<file path="src/rtl/mem_seq_pkg.sv">
// rtl/mem_seq_pkg.sv - shared types and constants for the word-to-byte memory sequencer
package mem_seq_pkg;

  typedef enum logic [2:0] {
    IDLE   = 3'd0,
    READ   = 3'd1,
    WRITE  = 3'd2,
    RESP   = 3'd3,
    HALTED = 3'd4
  } state_t;

  localparam int             BYTES_PER_WORD = 4;
  localparam int             CNT_W          = 3;
  localparam logic [CNT_W-1:0] LAST_RD_CNT  = 3'd4;
  localparam logic [CNT_W-1:0] LAST_WR_CNT  = 3'd3;

endpackage

</file>
<file path="src/rtl/mem_word_sequencer.sv">
// rtl/mem_word_sequencer.sv - splits 32-bit word requests into four byte accesses on the external memory
// Optional end-of-program halt support is built when MEMSEQ_HALT_EN is defined.
module mem_word_sequencer
  import mem_seq_pkg::*;
#(
  parameter int WIDTH = 8
) (
  input  logic             clk,
  input  logic             reset_n,
  input  logic             req_valid,
  output logic             req_ready,
  input  logic             req_write,
  input  logic [WIDTH-1:0] req_addr,
  input  logic [31:0]      req_wdata,
  output logic             rsp_valid,
  input  logic             rsp_ready,
  output logic [31:0]      rsp_rdata,
  output logic             halt,
  output logic             memread,
  output logic             memwrite,
  output logic [WIDTH-1:0] mar,
  output logic [WIDTH-1:0] writedata,
  input  logic [WIDTH-1:0] memdata,
  input  logic             kraj
);

  state_t           r_state;
  logic [CNT_W-1:0] r_cnt;
  logic [WIDTH-3:0] r_base_hi;
  logic [31:0]      r_wdata;
  logic [31:0]      r_rdata;
  logic             r_rsp_valid;
  logic             r_halt;

  logic             w_rd_strobe;
  logic             w_wr_strobe;
  logic [7:0]       w_wr_lane;
  logic [7:0]       w_mem_byte;
  logic             w_halt_next;

`ifdef MEMSEQ_HALT_EN
  assign w_halt_next = r_halt | kraj;
  logic w_unused_bits;
  assign w_unused_bits = ^req_addr[1:0];
`else
  assign w_halt_next = 1'b0;
  logic w_unused_bits;
  assign w_unused_bits = ^{req_addr[1:0], kraj};
`endif

  // Memory-side strobes depend only on registered state, never on req_*.
  assign w_rd_strobe = (r_state == READ) && (r_cnt < LAST_RD_CNT);
  assign w_wr_strobe = (r_state == WRITE);
  assign w_mem_byte  = 8'(memdata);

  always_comb begin
    w_wr_lane = r_wdata[7:0];
    case (r_cnt[1:0])
      2'd1:    w_wr_lane = r_wdata[15:8];
      2'd2:    w_wr_lane = r_wdata[23:16];
      2'd3:    w_wr_lane = r_wdata[31:24];
      default: w_wr_lane = r_wdata[7:0];
    endcase
  end

  assign memread   = w_rd_strobe;
  assign memwrite  = w_wr_strobe;
  assign mar       = (w_rd_strobe || w_wr_strobe) ? {r_base_hi, r_cnt[1:0]} : '0;
  assign writedata = w_wr_strobe ? WIDTH'(w_wr_lane) : '0;
  assign req_ready = (r_state == IDLE);
  assign rsp_valid = r_rsp_valid;
  assign rsp_rdata = r_rdata;
  assign halt      = r_halt;

  always_ff @(posedge clk or negedge reset_n) begin
    if (!reset_n) begin
      r_state     <= IDLE;
      r_cnt       <= '0;
      r_base_hi   <= '0;
      r_wdata     <= '0;
      r_rdata     <= '0;
      r_rsp_valid <= 1'b0;
      r_halt      <= 1'b0;
    end else begin
      r_halt <= w_halt_next;
      case (r_state)
        IDLE: begin
          if (req_valid) begin
            r_base_hi <= req_addr[WIDTH-1:2];
            r_wdata   <= req_wdata;
            r_cnt     <= '0;
            r_state   <= req_write ? WRITE : READ;
          end
        end
        READ: begin
          // Byte k arrives one cycle after it was issued, i.e. while r_cnt == k+1.
          case (r_cnt)
            3'd1:    r_rdata[7:0]   <= w_mem_byte;
            3'd2:    r_rdata[15:8]  <= w_mem_byte;
            3'd3:    r_rdata[23:16] <= w_mem_byte;
            3'd4:    r_rdata[31:24] <= w_mem_byte;
            default: ;
          endcase
          if (r_cnt == LAST_RD_CNT) r_state <= RESP;
          else                      r_cnt   <= r_cnt + 3'd1;
        end
        WRITE: begin
          if (r_cnt == LAST_WR_CNT) r_state <= RESP;
          else                      r_cnt   <= r_cnt + 3'd1;
        end
        RESP: begin
          if (r_rsp_valid && rsp_ready) begin
            r_rsp_valid <= 1'b0;
            r_state     <= w_halt_next ? HALTED : IDLE;
          end else begin
            r_rsp_valid <= 1'b1;
          end
        end
        HALTED:  r_state <= HALTED;
        default: r_state <= IDLE;
      endcase
    end
  end

endmodule

</file>
<file path="config.mk">
export PLATFORM = sky130hd
export DESIGN_NAME = mem_word_sequencer
export DESIGN_NICKNAME = d
export VERILOG_FILES = /design/src/rtl/mem_seq_pkg.sv /design/src/rtl/mem_word_sequencer.sv
export SDC_FILE = /design/constraint.sdc
export NUM_CORES = 1
export LEC_CHECK = 0
export CORE_MARGIN = 3
export CORE_UTILIZATION = 50
export CTS_CLUSTER_DIAMETER = 80
export DETAILED_ROUTE_END_ITERATION = 16
export PLACE_DENSITY_LB_ADDON = 0.1
export SLEW_MARGIN = 20
export SYNTH_ARGS = -nofsm -noshare
export SYNTH_HDL_FRONTEND = slang
export SYNTH_SLANG_ARGS = --single-unit
</file>
<file path="constraint.sdc">
create_clock -name clk -period 4.3 [get_ports clk]
set_input_delay 0.86 -clock clk [delete_from_list [all_inputs] [get_ports clk]]
set_output_delay 0.86 -clock clk [all_outputs]
set_load 0.005 [all_outputs]
</file>
# After elaboration in Yosys (flattened, before gate mapping)
# Cells that the tools add are included.
[totals] register_bits=77 input_bits=54 output_inout_bits=53 wordCells=54
[classes] n_addsub=1 order_cmp=1 n_eq_ne=17 mux=14 reduce_logical=12
[ops] op="$pmux W8 S3" count=1
[ops] op="$mux W3" count=7
[ops] op="$mux W8" count=2
[ops] op="$pmux W3 S5" count=1
[ops] op="$eq A3 B2 Y1 const B" count=4
[ops] op="$reduce_and A2 Y1" count=5
[ops] op="$pmux W3 S3" count=1
[ops] op="$ne A2 B2 Y1 const B" count=4
[ops] op="$reduce_and A4 Y1" count=2
[ops] op="$eq A3 B1 Y1 const B" count=2
[ops] op="$eq A3 B3 Y1 const B" count=2
[ops] op="$eq A2 B2 Y1 const B" count=2
[ops] op="$ne A2 B1 Y1 const B" count=2
[ops] op="$add A3 B1 Y3 const B" count=1
[ops] op="$logic_not A3 Y1" count=1
[ops] op="$lt A3 B3 Y1 const B" count=1
[ops] op="$reduce_bool A3 Y1" count=1
[ops] op="$eq A2 B1 Y1 const B" count=1
[ops] op="$logic_and A1 B1 Y1" count=2
[ops] op="$mux W2" count=1
[ops] op="$logic_or A1 B1 Y1" count=1
[ops] op="$mux W1" count=1

# Depth between registers and ports, before layout
[logic_depth] word_depth=4 depth_mapped=7 ltp_nobuf=6

# Worst setup path after synthesis
# OpenSTA, ideal clock, no wires.
[synth_path] path_type="reg-to-output" startpoint="register r_cnt[0]" endpoint="output port writedata[6]" t_arrival_ns=1.377 required_time_ns=3.440 path_slack_ns=2.063 stages_incl_launch_ff=8 n_path_buf=2 path_cell_list="dfrtp_1 -> inv_1 -> ha_1 -> clkbuf_1 -> clkbuf_1 -> nor2_1 -> a21oi_1 -> nor2_1"
[synth_between] elab_chain_len=3 word_cells_on_any_way=5 cone_classes="3 x eq/ne; 2 x mux"
[synth_rtl] item="from (decl)" line="mem_word_sequencer.sv:28" source="logic [CNT_W-1:0] r_cnt;"
[synth_rtl] item="from (signal assigned)" line="mem_word_sequencer.sv:105" source="else r_cnt <= r_cnt + 3'd1;"
[synth_rtl] item="from (signal assigned)" line="mem_word_sequencer.sv:109" source="else r_cnt <= r_cnt + 3'd1;"
[synth_rtl] item="$eq A2 B2 Y1 or $eq A2 B1 Y1 (tied branches)" line="mem_word_sequencer.sv:58" source="case (r_cnt[1:0])"
[synth_rtl] item="$pmux W8 S3 *" line="mem_word_sequencer.sv:58"
[synth_rtl] item="$mux W8 *" line="mem_word_sequencer.sv:69" source="assign writedata = w_wr_strobe ? WIDTH'(w_wr_lane) : '0;"
[synth_rtl] item="to (decl)" line="mem_word_sequencer.sv:22" source="output logic [WIDTH-1:0] writedata,"
# Mark *: on every way between the ends. The rest lies on a longest branch, timed or not.

# Final worst setup path
[layout_path] startpoint="register r_cnt[0]" endpoint="output port writedata[1]"
# Same word-level chain as after synthesis.

==> flow_metrics.py <==
metrics = {
    "sta": {
        "finClkSkew_ps": 9.57,
        "finalSetupViolations": 0,
        "drv_slew": 0,
        "final_hold_viol_count": 0,
        "fin_setup_tns_ps": 0,
        "worst_pin_slew_ps": 950,
        "fin_crit_sh_pct": 76.1,
        "finalCriticalPeriod_ps": 3270,
        "relSlewSlack_pct": 36.6,
        "fmax_mhz": 306,
        "rsz0062_at_grt": "false",
    },
    "clock_tree": {
        "clock_sinks": 77,
        "clk_pin_slew_worst_paths_ps": 70,
        "cts_made_buffers": 9,
        "postCtsSetupBuffers": 0,
        "cts_max_level": 3,
        "cts_tree": "yes",
        "clock_path_buffers": 2,
        "cts_resized": 0,
        "postCtsHoldBufs": 0,
        "worstSkewPairLatency_ps": 340,
        "cts_root_buf": "clkbuf_8",
    },
    "global_routing": {
        "grt_pass1_vias": 2385,
        "grt_max_degree": 78,
        "antenna_found_initial": 0,
        "overflow": 0,
        "grt_pass1_wl_um": 11800,
        "track_usage_pct": 20.2,
    },
    "final_layout": {
        "nets": 407,
        "drive_gt1_share_pct": 27.6,
        "area_growth_pct": 35.0,
        "multiInputGateArea_um2": 1370,
        "layout_commonest_cell": "clkdlybuf4s50_1",
        "fillers": 487,
        "final_cell_mix": "clkdlybuf4s50_1, dfrtp_1, mux2_2",
        "antenna_cells": 0,
        "finalInstanceArea_um2": 4600,
        "final_core_util_pct": 71.2,
        "final_cells": 428,
        "seqCellArea_um2": 1930,
    },
    "placement": {
        "portBuffers": 102,
        "dpl_cell_area_um2": 4430,
        "place.gp.congestion": 0.782,
        "dp_hpwl_um": 5210,
        "dp.cells": 413,
    },
    "worst_hold_path": {
        "hold_start": "r_base_hi[4]",
        "min_path_type": "reg2reg",
        "holdPathStages": 1,
        "hold_end": "r_base_hi[4]",
    },
    "detailed_routing": {
        "drc_errors": 0,
        "drtAntennaViolNets": 0,
        "routed_wl_um": 7250,
        "wl_per_cell_um": 16.9,
        "viasPerCell": 5.35,
        "num_vias": 2288,
        "drt_iter0_drc": 74,
        "drt_first_pass_iters": 4,
    },
    "floorplanning": {
        "die_width_um": 88.5,
        "io_pins": 107,
        "start_util_pct": 52.7,
        "die_h_um": 88.5,
        "fp-row-count": 29,
        "die_area_um2": 7830,
        "core_um2": 6460,
    },
    "synth": {
        "ys.flop_type": "dfrtp_1",
        "netlist_instances": 247,
        "syn-cell-area_um2": 3400,
        "synth_top_area_cell": "dfrtp_1",
        "synth_seq_area_share_pct": 56.6,
        "synth-seq-cells": 77,
        "synth_area_per_cell_um2": 13.8,
        "netlist_top_cells_area": "dfrtp_1, mux2_2, nor2_1, a222oi_1, ha_1",
        "yosysUniqueCellTypes": 34,
        "synth_fp_nets": 307,
        "async_reset_ff_share_pct": 100,
        "yosys_warnings": 0,
        "synth-edff-count": 0,
        "synth.top_cell.area_share_pct": 56.6,
    },
    "worst_setup_path": {
        "reg2reg_depth": 4,
        "crit_type": "reg2out",
        "r2r_end": "rsp_rdata[19]",
        "worst_setup_path_end_kind": "output pin",
        "worst_ep_arrival_time_ps": 2410,
        "r2r_setup_slack_ps": 2160,
        "critPathRequiredTime_ps": 3440,
        "timing.rr.start": "r_cnt[0]",
        "critPathMaxFanout": 9,
        "startpoint_type": "flop",
    },
    "power": {
        "finalPower_mw": 3.07,
        "power_density_nw_per_um2": 669,
        "peakVddDrop_uv": 327,
        "cellLeakagePower_nw": 1.94,
    },
    "run_status": {
        "status": "finished, final reports clean",
    },
    "flow_run": {
        "maxCapViolCount": 0,
    },
}
==> state kept, by name, indices dropped and copies added (netlist names) <==
register	cells
r_wdata	32
rsp_rdata	32
r_base_hi	6
r_cnt	3
r_state	3
rsp_valid	1
==> metrics by stage <==
step | hold slack [ps] | worst slack [ps]
after floorplan | 472 | 2060
after global placement | 480 | 1460
after detailed placement | 487 | 1440
after CTS | 503 | 1030
after global routing | 518 | 828
final | 498 | 1030
==> critical path: stages (launching register included) <==
cell and delay, ps:
dfrtp_1 420, inv_1 130, ha_1 360, a222oi_1 420, nor2_1 90, a21oi_1 140, nor2_1 50, clkdlybuf4s50_1 460
==> worst max path at each step <==
| stage | start | to | depth (start not counted) |
|---|---|---|---|
| final | r_cnt[0] | writedata[1] | 7 |
| after global routing | r_cnt[1] | writedata[1] | 7 |
| after CTS | r_cnt[1] | writedata[1] | 7 |
| after detailed placement | r_cnt[1] | writedata[4] | 7 |
| after global placement | r_cnt[0] | writedata[4] | 7 |
| after floorplan | r_cnt[0] | writedata[6] | 7 |
==> cells by family after synthesis <==
logic type	count (synthesis)	synth area share, %
flops	77	56.6
mux	74	24.4
simple gates	46	7.98
compound gates	25	5.51
buf+inv	18	3.20
fa+ha+maj	6	2.21
other cells	1	0.110
==> Yosys cell counts, drive strengths merged (2+ instances only) <==
library cell   n
inv            5
clkbuf         5
dfrtp         77
nor2          22
ha             6
mux2i          2
and2           8
nand2          4
nand2b         3
a21oi         11
a222oi         8
nor3           4
buf            8
mux2          72
nor3b          3
==> routing by layer <==
layer,up-vias,track usage [%],wire [um]
met5,-,0,0
met4,0,8.24,109
met3,12,5.49,474
met2,74,31.1,3380
met1,1131,27.3,3290
li1,1071,-,-
==> where the power goes <==
group / internal [mW] / total, mW / switching, mW
clock network: 0.218 / 0.475 / 0.257
logic: 0.844 / 1.32 / 0.472
registers: 1.07 / 1.28 / 0.213
total: 2.13 / 3.07 / 0.942
==> area by class of cell <==
| type | instances | area share [%] |
|---|---|---|
| clock inverters | 5 | 0.599 |
| clock buffers | 10 | 2.99 |
| flip-flops and latches | 77 | 41.9 |
| inverters | 5 | 0.408 |
| well taps | 77 | 2.10 |
| repair buffers | 102 | 22.2 |
| multi-input cells | 152 | 29.8 |
(Power assumes the default switching activity.)
